--- config.mk ---
export PLATFORM = sky130hd
export DESIGN_NAME = texture_upload_ctrl
export DESIGN_NICKNAME = d
export VERILOG_FILES = /design/src/rtl/texture_upload_ctrl.sv
export SDC_FILE = /design/constraint.sdc
export NUM_CORES = 1
export LEC_CHECK = 0
export ABC_AREA = 1
export CAP_MARGIN = 15
export CORE_AREA = 2 2 228 118
export CTS_BUF_LIST = sky130_fd_sc_hd__clkbuf_16
export CTS_CLUSTER_SIZE = 10
export DETAILED_ROUTE_END_ITERATION = 12
export DIE_AREA = 0 0 230 120
export GPL_ROUTABILITY_DRIVEN = 1
export PLACE_DENSITY = 0.52
export SETUP_SLACK_MARGIN = 0.02
export SLEW_MARGIN = 20
export SYNTH_ARGS = -nofsm -noshare
export SYNTH_HDL_FRONTEND = slang
export SYNTH_SLANG_ARGS = --single-unit
--- constraint.sdc ---
create_clock -name aclk -period 2.5 [get_ports aclk]
set_clock_uncertainty 0.2 [all_clocks]
set_input_delay 0.5 -clock aclk [delete_from_list [all_inputs] [get_ports aclk]]
set_output_delay 0.5 -clock aclk [all_outputs]
set_load 0.005 [all_outputs]
--- src/rtl/texture_upload_ctrl.sv ---
// rtl/texture_upload_ctrl.sv - streams texel pairs into texture memory; define TEX_UPLOAD_TLAST_CHECK_EN
// to end an upload early with a sticky error when tlast arrives before the configured count.
module texture_upload_ctrl #(
  parameter int ADDR_WIDTH       = 17,
  parameter int CMD_STREAM_WIDTH = 64
) (
  input  logic                        aclk,
  input  logic                        reset,
  input  logic                        conf_valid,
  input  logic [ADDR_WIDTH-1:0]       conf_base_addr,
  input  logic [ADDR_WIDTH:0]         conf_texel_count,
  input  logic                        s_axis_tvalid,
  output logic                        s_axis_tready,
  input  logic                        s_axis_tlast,
  input  logic [CMD_STREAM_WIDTH-1:0] s_axis_tdata,
  output logic                        tex_wr_en,
  output logic [ADDR_WIDTH-1:0]       tex_wr_addr,
  output logic [31:0]                 tex_wr_data,
  output logic                        busy,
  output logic                        done,
  output logic                        error
);

`ifdef TEX_UPLOAD_TLAST_CHECK_EN
  localparam bit TLAST_CHECK = 1'b1;
`else
  localparam bit TLAST_CHECK = 1'b0;
`endif

  localparam logic [ADDR_WIDTH-1:0] ADDR_ONE = 1;
  localparam logic [ADDR_WIDTH:0]   REM_ONE  = 1;

  typedef enum logic [2:0] {IDLE, RECV, WR_LO, WR_HI, DONE} state_t;

  state_t                      state_q, state_d;
  logic [ADDR_WIDTH-1:0]       addr_q, addr_d;
  logic [ADDR_WIDTH:0]         remaining_q, remaining_d;
  logic [CMD_STREAM_WIDTH-1:0] beat_q, beat_d;
  logic                        last_q, last_d;
  logic                        err_q, err_d;
  logic                        tready_q, tready_d;
  logic                        wr_en_q, wr_en_d;
  logic [31:0]                 wr_data_q, wr_data_d;
  logic                        busy_q, busy_d;
  logic                        done_q, done_d;
  logic [ADDR_WIDTH:0]         rem_dec;

  assign rem_dec = remaining_q - REM_ONE;

  always_comb begin
    state_d     = state_q;
    addr_d      = addr_q;
    remaining_d = remaining_q;
    beat_d      = beat_q;
    last_d      = last_q;
    err_d       = err_q;
    case (state_q)
      IDLE: begin
        if (conf_valid) begin
          addr_d      = conf_base_addr;
          remaining_d = conf_texel_count;
          err_d       = 1'b0;
          state_d     = (conf_texel_count == '0) ? DONE : RECV;
        end
      end
      RECV: begin
        if (s_axis_tvalid && tready_q) begin
          beat_d  = s_axis_tdata;
          last_d  = s_axis_tlast & TLAST_CHECK;
          state_d = WR_LO;
        end
      end
      WR_LO: begin
        addr_d      = addr_q + ADDR_ONE;
        remaining_d = rem_dec;
        state_d     = (rem_dec == '0) ? DONE : WR_HI;
      end
      WR_HI: begin
        addr_d      = addr_q + ADDR_ONE;
        remaining_d = rem_dec;
        if (rem_dec == '0) begin
          state_d = DONE;
        end else if (last_q) begin
          // tlast on a beat with texels still owed: stop here and flag it
          state_d = DONE;
          err_d   = 1'b1;
        end else begin
          state_d = RECV;
        end
      end
      DONE:    state_d = IDLE;
      default: state_d = IDLE;
    endcase

    tready_d  = (state_d == RECV);
    wr_en_d   = (state_d == WR_LO) || (state_d == WR_HI);
    wr_data_d = (state_d == WR_HI) ? beat_d[63:32] : beat_d[31:0];
    busy_d    = (state_d != IDLE);
    done_d    = (state_d == DONE);
  end

  always_ff @(posedge aclk) begin
    if (reset) begin
      state_q     <= IDLE;
      addr_q      <= '0;
      remaining_q <= '0;
      beat_q      <= '0;
      last_q      <= 1'b0;
      err_q       <= 1'b0;
      tready_q    <= 1'b0;
      wr_en_q     <= 1'b0;
      wr_data_q   <= '0;
      busy_q      <= 1'b0;
      done_q      <= 1'b0;
    end else begin
      state_q     <= state_d;
      addr_q      <= addr_d;
      remaining_q <= remaining_d;
      beat_q      <= beat_d;
      last_q      <= last_d;
      err_q       <= err_d;
      tready_q    <= tready_d;
      wr_en_q     <= wr_en_d;
      wr_data_q   <= wr_data_d;
      busy_q      <= busy_d;
      done_q      <= done_d;
    end
  end

  assign s_axis_tready = tready_q;
  assign tex_wr_en     = wr_en_q;
  assign tex_wr_addr   = addr_q;
  assign tex_wr_data   = wr_data_q;
  assign busy          = busy_q;
  assign done          = done_q;
  assign error         = err_q;

endmodule

# Word level (Yosys, flattened, before mapping)
# Index checks and enable logic that the tools add are counted.
# Widths: inputs -> output; s select.
dict set report totals {
  latchBits 0
  out_inout_bits 54
  word_cells 48
  ramBits 0
  rom_bits 0
  input_bits 104
  register_bits 139
  memories 0
}
dict set report op_classes {
  n_addsub 2
  div_mod_pow 0
  n_mul 0
  n_mux 15
  n_lt_le_gt_ge 0
  bitwise_logic 1
  reduce_logical 11
  shifts 0
  eq_ne 9
}
# operator count
set op_table {}
lappend op_table {{$mux 64} 2}
lappend op_table {{$logic_not 18->1} 2}
lappend op_table {{$pmux 18 s2} 1}
lappend op_table {{$pmux 17 s2} 1}
lappend op_table {{$mux 32} 1}
lappend op_table {{$mux 18} 1}
lappend op_table {{$sub 18x1->18 const B} 1}
lappend op_table {{$add 17x1->17 const B} 1}
lappend op_table {{$mux 17} 1}
lappend op_table {{$mux 3} 5}
lappend op_table {{$eq 3x2->1 const B} 4}
lappend op_table {{$pmux 3 s4} 1}
lappend op_table {{$eq 3x1->1 const B} 2}
lappend op_table {{$ne 2x2->1 const B} 2}
lappend op_table {{$reduce_and 4->1} 1}
lappend op_table {{$reduce_bool 2->1} 2}
lappend op_table {{$eq 3x3->1 const B} 1}
lappend op_table {{$logic_not 3->1} 1}
lappend op_table {{$reduce_bool 3->1} 1}
lappend op_table {{$mux 1} 2}
lappend op_table {{$reduce_and 2->1} 1}
lappend op_table {{$reduce_or 2->1} 1}
lappend op_table {{$logic_and 1x1->1} 1}
lappend op_table {{$logic_or 1x1->1} 1}
lappend op_table {{$not 1->1} 1}

# Longest topological paths before layout
dict set report depth {
  ltp_word 6
  ltp_mapped 16
  depth_no_buf 16
}

# Least setup slack after synthesis
# OpenSTA, ideal clock, no wires.
dict set report synth_path {
  path_kind {flip-flop to flip-flop}
  start {register remaining_q[0]}
  end {register wr_data_q[10] (netlist: tex_wr_data[10])}
  stages_incl_launch_ff 14
  synth_period_minus_slack_ns 2.111
  required_ns 2.177
  arrival_time_ns 1.788
  setup_time_ns 0.123
  path_slack_ns 0.389
  n_path_buf 1
  path_cell_list {dfxtp_1 -> inv_2 -> ha_1 -> xnor2_1 -> nand2_1 -> nor2_1 -> nand2_1 -> nor2_1 -> nand2_1 -> nor2_2 -> nand2_4 -> nand2_4 -> buf_6 -> a21oi_2}
}
dict set report synth_via {
  elab_chain_len 6
  word_cells_on_any_way 7
  cone_classes {1 x add/sub; 1 x eq/ne; 4 x mux; 1 x reduce/logical}
}
# item line
set synth_lines {}
lappend synth_lines {{start, declared} 37} ;# logic [ADDR_WIDTH:0] remaining_q, remaining_d;
lappend synth_lines {{start signal, assigned} 118} ;# remaining_q <= remaining_d;
lappend synth_lines {{$sub 18x1->18 *} 48} ;# assign rem_dec = remaining_q - REM_ONE;
lappend synth_lines {{$logic_not 18->1 *} {76, 81}}
lappend synth_lines {{$mux 3 (on tied branches)} {81, 76}}
lappend synth_lines {{$pmux 3 s4 *} 57} ;# case (state_q)
lappend synth_lines {{$eq 3x2->1 *} 97} ;# wr_data_d = (state_d == WR_HI) ? beat_d[63:32] : beat_d[31:0];
lappend synth_lines {{$mux 32 *} 97}
lappend synth_lines {{end signal, assigned} 124} ;# wr_data_q <= wr_data_d;
lappend synth_lines {{end, declared} 43} ;# logic [31:0] wr_data_q, wr_data_d;
# Every way passes the cells marked *; elsewhere a longest branch is shown, timed or not.
# A chain may end at the register's enable or synchronous reset.

# Worst setup path after layout
dict set report layout_path {
  start {register remaining_q[0]}
  end {register wr_data_q[3] (netlist: tex_wr_data[3])}
}
# Same word-level chain as after synthesis.

==> results.md <==
- GRT Total Usage: 0.1562
- Area grow syn2layout: 46.21%
- Syn Nets: 875
- Post-layout minimum cycle time: 2304 ps
- CTS max path bufs: 2
- Via-to-Cell Ratio: 4.360
- Relative slew slack: 0.6230
- DRC: 0
- Dpl ws: 56.73 ps
- Die Ht: 120 um
- WP data arrival: 2460 ps
- Most used cell, CP: nand2_1
- Post-synthesis cell type count: 44
- Core box area: 25750 um^2
- Post-DP HPWL: 14850 um
- Vias in the first global route: 5470
- CP Capture Point: tex_wr_data[3]
- Hold_ws: 285.6 ps
- Global-route wire length before repair: 32440 um
- Worst Max-Slew Pin Slew: 564.2 ps
- Die area: 27600 um^2
- Clk_lat worst skew: 420 ps
- Final Hold Viols: 0
- RSZ-0062 raised after global routing: no
- Initial Util: 0.2454
- Max-cap violations: 0
- Worst Setup Start Kind: register
- Commonest non-fill, non-tap cell in the layout: clkdlybuf4s50_1
- Fraction of registers with async set or reset after synthesis: 0
- Overall power: 6.270 mW
- Cts bufs inserted: 17
- Final setup fails: 0
- Worst Path Buf+Inv: 2
- Max incr delay on CP: 400 ps
- Count of pins over their slew limit: 0
- Most frequent cells in the layout: clkdlybuf4s50_1, nand2_1, dfxtp_1
- Post-synthesis sequential area ratio: 0.4371
- Slowest-stage cell, CP: dfxtp_1
- Critical path endpoint category: register
- CTS Sinks: 138
- Fin util: 0.3588
- Synth Area per Inst: 8.229 um^2
- Setup ws final: 196.3 ps
- Gate Count Post-Synth: 768
- Layout Nets: 1038
- Worst VDD drop: 0.4010 mV
- Hold path start: beat_q[31]
- I/O Pins: 158
- Port Buffers: 155
- Postcts setup bufs: 0
- Cells along the critical path: inv_2 > ha_4 > nand2_4 > nor2_4 > nand2_1 > nand2_1 > nor2_1 > nand3_1 > nor2_2 > nand2_4 > buf_12 > nand3_2 > nand2_1 > a21oi_2
- Worst EP required: 2660 ps
- Vias: 5651
- Share of post-route cells with drive strength above 1: 0.1653
- Status: finished, final reports clean
- Family with the most delay on the worst path: simple AND/OR/NAND/NOR gates
- Crit path depth: 14
- Final Cycle Share: 0.9215
- Setup CP Type: reg2reg
- EDFF count, synth: 0
- Reg2reg end: tex_wr_data[3]
- Starting DRT DRC Count: 377
- Placer Congestion: 0.8669
- Final Instance Count excl. Fillers: 1296
- Placed Area: 8489 um^2
- Die W: 230 um
- CTS tree: done
- Antenna viol nets, final: 0
- FMAX: 434.1 MHz
- Clock Pin Slew Worst Setup and Hold Paths: 60 ps
- Setup_tns: 0 ps
- R2R depth: 14
- Synth warn: 0
- Largest net degree at the start of global routing: 93
- Power per cell area: 678.5 nW/um^2
- Placed Instances: 1263
- Leak: 3.435 nW
- Primary FF master, synth: dfxtp_1
- Critical path startpoint: remaining_q[0]
- Clk Tree Root Cell: clkbuf_16
- RR Startpoint: remaining_q[0]
- Min-delay worst type: reg2reg
- Initial antenna violation count: 0
- Synth Register Bits: 138
- Largest fanout on the critical path: 20
- GRT overflow: 0
- DRT Wirelength: 21120 um
- Row count: 42
- DRT Pass-1 Iters: 5
- Synthesized area: 6320 um^2
- R2R Setup Slk: 200 ps
- Diode count: 0
- Design Area, Final: 9240 um^2
- WL per Instance: 16.29 um
- # hold bufs at CTS: 0
- H-Tree Level Count: 4
- Fill cell count: 2648
-- worst min-delay path: cells and delay by family, from the launching register on --
kind	cells	cell delay, ps
simple gates	1	80
mux	1	70
flops	1	300
-- flip-flops by register name, summed over array words and instances (netlist names) --
register,count
tex_wr_data,32
busy,1
s_axis_tready,1
remaining_q,18
tex_wr_addr,17
done,1
state_q,3
beat_q,64
tex_wr_en,1
-- power breakdown --
part | switching (mW) | leakage [nW] | internal, mW
registers | 0.0838 | 1.12 | 2.30
logic | 0.543 | 1.99 | 0.491
clock network | 0.999 | 0.319 | 1.86
total | 1.63 | 3.44 | 4.64
-- worst min path at each step --
stage               slack [ps]         end  depth (start not counted)
detailed placement         280  beat_q[31]                          2
global placement           270  beat_q[31]                          2
floorplan                  260  beat_q[63]                          2
CTS                        290  beat_q[31]                          2
finish                     290  beat_q[31]                          2
global route               320  beat_q[10]                          2
-- synth_stat cells, types with 8 or more instances --
| cell type | instances | area (um^2) |
|---|---|---|
| a21oi_1 | 23 | 115.1 |
| nand3_1 | 25 | 125.1 |
| buf_2 | 13 | 65.06 |
| nor2_1 | 135 | 506.7 |
| clkbuf_1 | 21 | 78.83 |
| nor3_1 | 8 | 40.04 |
| o21ai_0 | 17 | 85.08 |
| nand2_1 | 143 | 536.8 |
| a21oi_2 | 30 | 262.8 |
| mux2i_1 | 64 | 640.6 |
| dfxtp_1 | 138 | 2763 |
| nand3_2 | 30 | 300.3 |
| inv_1 | 41 | 153.9 |
-- cells by family after synthesis --
| group | count (synthesis) | share of synthesized area |
|---|---|---|
| simple gates | 367 | 0.2740 |
| flops | 138 | 0.4371 |
| compound gates | 104 | 0.1134 |
| buf+inv | 87 | 0.06197 |
| mux | 64 | 0.1014 |
| xor+xnor | 4 | 0.005544 |
| fa+ha+maj | 3 | 0.005940 |
| other cells | 1 | 0.0005934 |
-- routing by layer --
metal / vias up / wire, um / GRT usage
met5: - / 0 / 0
met4: 0 / 127 / 0.03387
met3: 13 / 1175 / 0.04396
met2: 156 / 8276 / 0.2078
met1: 2611 / 11540 / 0.2421
li1: 2871 / - / -
-- repair_timing --
item / in CTS / in global routing
endpoints found under the hold margin: 0 / 0
setup endpoints to repair: 0 / 42
resized for setup: 0 / 18
-- area by class of cell --
class                   instances  area (um^2)  share of cell area
repair buffers                186         1962              0.2123
inverters                      45        168.9             0.01828
flip-flops and latches        138         2764              0.2991
well taps                     352        440.4             0.04766
multi-input cells             543         3249              0.3517
clock buffers                  17        425.4             0.04604
clock inverters                15        230.2             0.02492
Note: power is estimated with default switching activity, not from simulation.
